### config.mk
export PLATFORM = sky130hd
export DESIGN_NAME = prng_xoshiro128pp_jump
export DESIGN_NICKNAME = d
export VERILOG_FILES = /design/src/rtl/prng_xoshiro128pp_jump_pkg.sv /design/src/rtl/prng_xoshiro128pp_jump.sv
export SDC_FILE = /design/constraint.sdc
export NUM_CORES = 1
export LEC_CHECK = 0
export CORE_UTILIZATION = 39
export CTS_BUF_LIST = sky130_fd_sc_hd__clkbuf_4 sky130_fd_sc_hd__clkbuf_8 sky130_fd_sc_hd__clkbuf_16
export DETAILED_ROUTE_END_ITERATION = 8
export GPL_TIMING_DRIVEN = 0
export PLACE_DENSITY = 0.77
export SETUP_SLACK_MARGIN = 0.1
export SYNTH_ARGS = -nofsm -noshare
export SYNTH_HDL_FRONTEND = slang
export SYNTH_SLANG_ARGS = --single-unit
export TNS_END_PERCENT = 1
### constraint.sdc
create_clock -name i_clk -period 2.4 [get_ports i_clk]
set_input_delay 0.72 -clock i_clk [delete_from_list [all_inputs] [get_ports i_clk]]
set_output_delay 0.72 -clock i_clk [all_outputs]
set_load 0.005 [all_outputs]
### src/rtl/prng_xoshiro128pp_jump_pkg.sv
// ---------------------------------------------------------------------------
// prng_xoshiro128pp_jump_pkg
//
// Shared constants for the xoshiro128++ generator and its jump engine:
//   - ROT_A/ROT_B/ROT_C : xoshiro128++ rotation/shift amounts (a=7, b=9, c=11),
//                         kept here so checkers can reuse them.
//   - JUMP_C            : jump() polynomial, advances the generator by 2^64.
//   - LONG_JUMP_C       : long_jump() polynomial, advances it by 2^96.
//   - state_t           : jump engine FSM states.
//
// Constant words are stored as packed arrays so that element [0] is the first
// word the C reference walks. Within each word, bits are consumed LSB first.
// ---------------------------------------------------------------------------
package prng_xoshiro128pp_jump_pkg;

  localparam int unsigned ROT_A = 7;
  localparam int unsigned ROT_B = 9;
  localparam int unsigned ROT_C = 11;

  localparam logic [3:0][31:0] JUMP_C = {
    32'h77f2db5b, 32'h6fa035c3, 32'hf542d2d3, 32'h8764000b
  };

  localparam logic [3:0][31:0] LONG_JUMP_C = {
    32'h1c580662, 32'hccf5a0ef, 32'h0b6f099f, 32'hb523952e
  };

  // One STEP cycle per polynomial bit: 4 words x 32 bits.
  localparam logic [6:0] LAST_IDX = 7'd127;

  typedef enum logic [1:0] {
    IDLE = 2'd0,
    STEP = 2'd1,
    LOAD = 2'd2
  } state_t;

endpackage

### src/rtl/prng_xoshiro128pp_jump.sv
// ---------------------------------------------------------------------------
// prng_xoshiro128pp_jump
//
// Jump engine for xoshiro128++. Sits between the PRNG user and the PRNG's
// seed-control interface. When idle it passes the user's clock-gate and seed
// strobe straight through. On a jump request it takes over the interface:
// for 128 cycles it advances the PRNG once per cycle and XORs the current
// PRNG state into an accumulator whenever the selected polynomial bit is set,
// then writes the accumulator back as the new seed. The cycle after that
// write, o_done pulses and the PRNG holds the jumped state.
//
// Optional feature (macro PRNG_XOSHIRO128PP_LONGJUMP_EN):
//   defined   - i_longJump, sampled with i_jumpReq, selects long_jump();
//   undefined - i_longJump is ignored, only jump() is available.
//
// Ports:
//   i_clk, i_rst            clock, synchronous active-high reset
//   i_jumpReq, i_longJump   jump request (IDLE only) and constant-set select
//   o_busy, o_done          busy from acceptance+1 through LOAD; done pulse
//   i_cg, i_seedValid,
//   i_seedS0..i_seedS3      user-side PRNG controls (passed through in IDLE)
//   i_s0..i_s3              current PRNG state
//   o_prngCg, o_seedValid,
//   o_seedS0..o_seedS3      PRNG-side controls
// ---------------------------------------------------------------------------
module prng_xoshiro128pp_jump
  import prng_xoshiro128pp_jump_pkg::*;
(
  input  logic        i_clk,
  input  logic        i_rst,
  input  logic        i_jumpReq,
  input  logic        i_longJump,
  output logic        o_busy,
  output logic        o_done,
  input  logic        i_cg,
  input  logic        i_seedValid,
  input  logic [31:0] i_seedS0,
  input  logic [31:0] i_seedS1,
  input  logic [31:0] i_seedS2,
  input  logic [31:0] i_seedS3,
  input  logic [31:0] i_s0,
  input  logic [31:0] i_s1,
  input  logic [31:0] i_s2,
  input  logic [31:0] i_s3,
  output logic        o_prngCg,
  output logic        o_seedValid,
  output logic [31:0] o_seedS0,
  output logic [31:0] o_seedS1,
  output logic [31:0] o_seedS2,
  output logic [31:0] o_seedS3
);

  state_t           state_q, state_d;
  logic [3:0][31:0] acc_q, acc_d;
  logic [6:0]       idx_q, idx_d;
  logic             done_q;

  logic [3:0][31:0] prng_state;
  logic [31:0]      const_word;
  logic             jump_bit;
  logic             accept;

  assign prng_state = {i_s3, i_s2, i_s1, i_s0};
  assign accept     = (state_q == IDLE) && i_jumpReq;

  // -------------------------------------------------------------------------
  // Constant-set selection. sel is latched at acceptance so that i_longJump
  // may change freely while the jump is running.
  // -------------------------------------------------------------------------
`ifdef PRNG_XOSHIRO128PP_LONGJUMP_EN
  logic sel_q;

  always_ff @(posedge i_clk) begin
    if (i_rst) begin
      sel_q <= 1'b0;
    end else if (accept) begin
      sel_q <= i_longJump;
    end
  end

  assign const_word = sel_q ? LONG_JUMP_C[idx_q[6:5]] : JUMP_C[idx_q[6:5]];
`else
  logic unused_long_jump;
  assign unused_long_jump = i_longJump;

  assign const_word = JUMP_C[idx_q[6:5]];
`endif

  assign jump_bit = const_word[idx_q[4:0]];

  // -------------------------------------------------------------------------
  // State register
  // -------------------------------------------------------------------------
  always_ff @(posedge i_clk) begin
    // NOTE: sequential state uses non-blocking assignments so every flop
    // samples the pre-edge values regardless of statement order.
    if (i_rst) begin
      state_q <= IDLE;
      acc_q   <= '0;
      idx_q   <= '0;
      done_q  <= 1'b0;
    end else begin
      state_q <= state_d;
      acc_q   <= acc_d;
      idx_q   <= idx_d;
      // The PRNG loads the accumulator at the end of LOAD, so it holds the
      // jumped state during the following cycle.
      done_q  <= (state_q == LOAD);
    end
  end

  // -------------------------------------------------------------------------
  // Next state and PRNG-side outputs
  // -------------------------------------------------------------------------
  always_comb begin
    // NOTE: every signal written here gets a default first, so no path can
    // leave one unassigned and infer a latch.
    state_d     = state_q;
    acc_d       = acc_q;
    idx_d       = idx_q;
    o_prngCg    = i_cg;
    o_seedValid = i_seedValid;
    o_seedS0    = i_seedS0;
    o_seedS1    = i_seedS1;
    o_seedS2    = i_seedS2;
    o_seedS3    = i_seedS3;

    unique case (state_q)
      IDLE: begin
        if (i_jumpReq) begin
          state_d = STEP;
          acc_d   = '0;
          idx_d   = '0;
        end
      end

      STEP: begin
        // User controls are blocked; the PRNG advances exactly once per bit.
        o_prngCg    = 1'b1;
        o_seedValid = 1'b0;
        if (jump_bit) begin
          acc_d = acc_q ^ prng_state;
        end
        // idx wraps 127 -> 0 as the last bit is consumed.
        idx_d = idx_q + 7'd1;
        if (idx_q == LAST_IDX) begin
          state_d = LOAD;
        end
      end

      LOAD: begin
        o_prngCg    = 1'b1;
        o_seedValid = 1'b1;
        o_seedS0    = acc_q[0];
        o_seedS1    = acc_q[1];
        o_seedS2    = acc_q[2];
        o_seedS3    = acc_q[3];
        state_d     = IDLE;
      end

      default: begin
        state_d = IDLE;
      end
    endcase
  end

  assign o_busy = (state_q != IDLE);
  assign o_done = done_q;

endmodule

==> out/qor.yml <==
sta:
  hold_viol_final: 0
  fin_skew_ns: 0.01294
  maxSlewHeadroom: 0.6280
  finalCritPeriodShare: 1.141
  rsz0062_at_grt: "true"
  timing.final.max_slew_violations: 0
  fin_crit_ns: 2.740
  fin_ws_ns: -0.3396
  setup-violations-final: 249
  max_freq_mhz: 365.0
  worst_pin_slew_ns: 0.5579
  whs_ns: 0.5264
  finalSetupTns_ns: -36.53
global_routing:
  grt_max_degree: 17
  grt_overflow: 0
  grt_pass1_vias: 8064
  grtUsageTotal: 0.2470
  antenna_found_initial: 0
  grt_pass1_wl_mm: 44.91
synthesis:
  ys_types: 43
  ys_seq_elements: 138
  syn_area_sq_mm: 0.009012
  synthCells: 809
  yosys.area.top_type: "dfxtp_1"
  synth_area_leaders: "dfxtp_1, nor3b_2, mux2_2, a211o_1, nor3b_1"
  yosysTopAreaCellShare: 0.3065
  synthFlopType: "dfxtp_1"
  synthesis.nets: 1082
  synth-edff-count: 0
  synthesis.area_per_instance_sq_um: 11.14
  synth_warnings: 0
  synth_async_sr_flop_share: 0
  seq_area_frac_synth: 0.3065
power:
  power.leakage_nw: 6.234
  netSwitchingPower_w: 0.001922
  intPower_w: 0.005019
  seqPwrFrac: 0.381
  combPwrFrac: 0.232
  switching_share: 0.2769
  vdd_drop_max_mv: 0.3942
  p_clk_frac: 0.386
  power.density_mw_per_mm2: 477.9
placement:
  routabilityCongestion: 0.8317
  dp_hpwl_mm: 21.42
  io_buffers: 391
  placed_cells: 1485
floorplanning:
  die_area_sq_mm: 0.02372
  start_util: 0.3981
  die_h_um: 154.0
  die_w_um: 154.0
  boundaryPins: 394
  coreArea_sq_mm: 0.02264
  rows: 55
critical_path:
  r2r_cells: 12
  cp-start-kind: "register"
  worstSetupPathType: "reg -> out"
  critPathMaxFanout: 5
  crit_arrival_ns: 2.02
  crit_required_ns: 1.68
  endpoint_kind: "primary output"
drt:
  drtAntennaViolNets: 0
  num_vias: 8254
  drt_first_iter_violations: 339
  drt-total-wl_mm: 29.97
  drcViolationCount: 0
  wl_per_cell_um: 19.32
  via_per_inst: 5.322
  drt_pass1_iterations: 4
cells_and_area:
  multi_input_area_sq_mm: 0.005931
  diodes: 0
  post-route-util: 0.6414
  seqCellArea_sq_mm: 0.002770
  final_cell_mix: "clkdlybuf4s50_1, nor3b_1, dfxtp_1"
  layout.cells.non_filler: 1551
  drive_gt1_frac: 0.3799
  nets: 1526
  area_delta_synth_final_pct: 61.14
  final_common_cell: "clkdlybuf4s50_1"
  nFillCells: 1835
clocking:
  cts_htree_levels: 4
  cts_tree: "built"
  cts_max_path_buffers: 2
  holdBufCountCts: 0
  cts_root_buf: "clkbuf_16"
  cts_made_buffers: 17
  path_clk_slew_ns: 0.06
  clk-insertion-delay-late_ns: 0.43
  cts_sinks: 138
run_status:
  outcome: "finished with violations"
  violations: "negative setup slack"
min_path:
  hold_path_class: "reg -> reg"
  hold_depth: 1
job:
  cap_violations: 0
-- final timing paths --
path / from / end / slack (ns)
worst max-delay path: state_q[0]$_SDFFE_PP0P_ / o_seedS2[10] / -0.34
worst max register to register: idx_q[5]$_SDFFE_PP0P_ / acc_q[86]$_SDFFE_PP0P_ / -0.10
worst min register to register: acc_q[102]$_SDFFE_PP0P_ / acc_q[102]$_SDFFE_PP0P_ / 0.53
worst min-delay path: acc_q[102]$_SDFFE_PP0P_ / acc_q[102]$_SDFFE_PP0P_ / 0.53
-- power groups by stage --
stage | clock (W) | sequential, W | combinational, W
floorplan | 0 | 0.00263 | 0.000793
finish | 0.00268 | 0.00265 | 0.00161
global placement | 0 | 0.00268 | 0.00162
CTS | 0.00275 | 0.00264 | 0.00162
detailed placement | 0 | 0.00269 | 0.00164
global route | 0.00286 | 0.00267 | 0.00173
-- routing by layer --
| layer | up-vias | track usage | routed length, um |
|---|---|---|---|
| met4 | 0 | 0.08286 | 702 |
| met2 | 277 | 0.4489 | 15160 |
| met1 | 3934 | 0.2817 | 12170 |
| met5 | - | 0 | 0 |
| li1 | 4000 | - | - |
| met3 | 43 | 0.05862 | 1943 |
-- cells in the mapped netlist, types with 2 or more instances --
cell and instances:
buf_1 3, dfxtp_1 138, nor2b_1 5, or2_2 2, nand3_1 4, nor3_1 4, nor3b_2 120, o21ai_0 3
mux2i_1 2, nand2_1 8, clkbuf_1 27, ha_1 11, nand2b_1 3, mux2_2 129, or3_1 2, a211o_1 129
inv_1 7, a21oi_1 4, xnor2_1 4, buf_8 11, buf_6 18, nor3b_1 136, buf_2 3, nor2_1 15
a2111oi_0 3
-- critical path, stage by stage (launching register included) --
cell and delay [ns]:
dfxtp_2 0.35, inv_2 0.06, ha_4 0.19, buf_12 0.13
clkbuf_16 0.17, clkbuf_16 0.16, buf_8 0.13, mux2_4 0.30
buf_6 0.12
-- kinds of logic after synthesis --
kind of cell    share of synthesized area
buf+inv                           0.05873
compound gates                     0.1430
flops                              0.3065
simple gates                       0.3082
mux                                0.1634
fa+ha+maj                         0.01527
xor+xnor                         0.004859
-- metrics by stage --
step           power (W)  instance area [sq um]  setup slack (ns)
3_3_place_gp    0.004298                  13300            -1.326
6_report        0.006941                  14520           -0.3396
4_1_cts         0.007007                  14640           -0.4223
3_5_place_dp    0.004334                  13300            -1.304
2_1_floorplan   0.003425                   9026            0.1041
5_1_grt         0.007264                  14520           -0.3942
-- timing repair --
| item | in CTS | in global routing |
|---|---|---|
| gates cloned | 11 | 0 |
| setup endpoints to repair | 259 | 258 |
| pin swaps | 2 | 3 |
| resized for setup | 432 | 121 |
| buffers inserted | 23 | 1 |
-- registers in the layout (all words and copies together), names as in the netlist --
signal	count
acc_q	128
idx_q	7
state_q	2
o_done	1
-- final cells by class --
cell class,count,area share
Clock inverter,14,0.01120
Timing Repair Buffer,426,0.2795
Inverter,7,0.001809
Clock buffer,18,0.02981
Multi-Input combinational cell,601,0.4084
Buffer,62,0.05402
Tap cell,285,0.02455
Sequential cell,138,0.1907
Note: power is estimated with default switching activity, not from simulation.
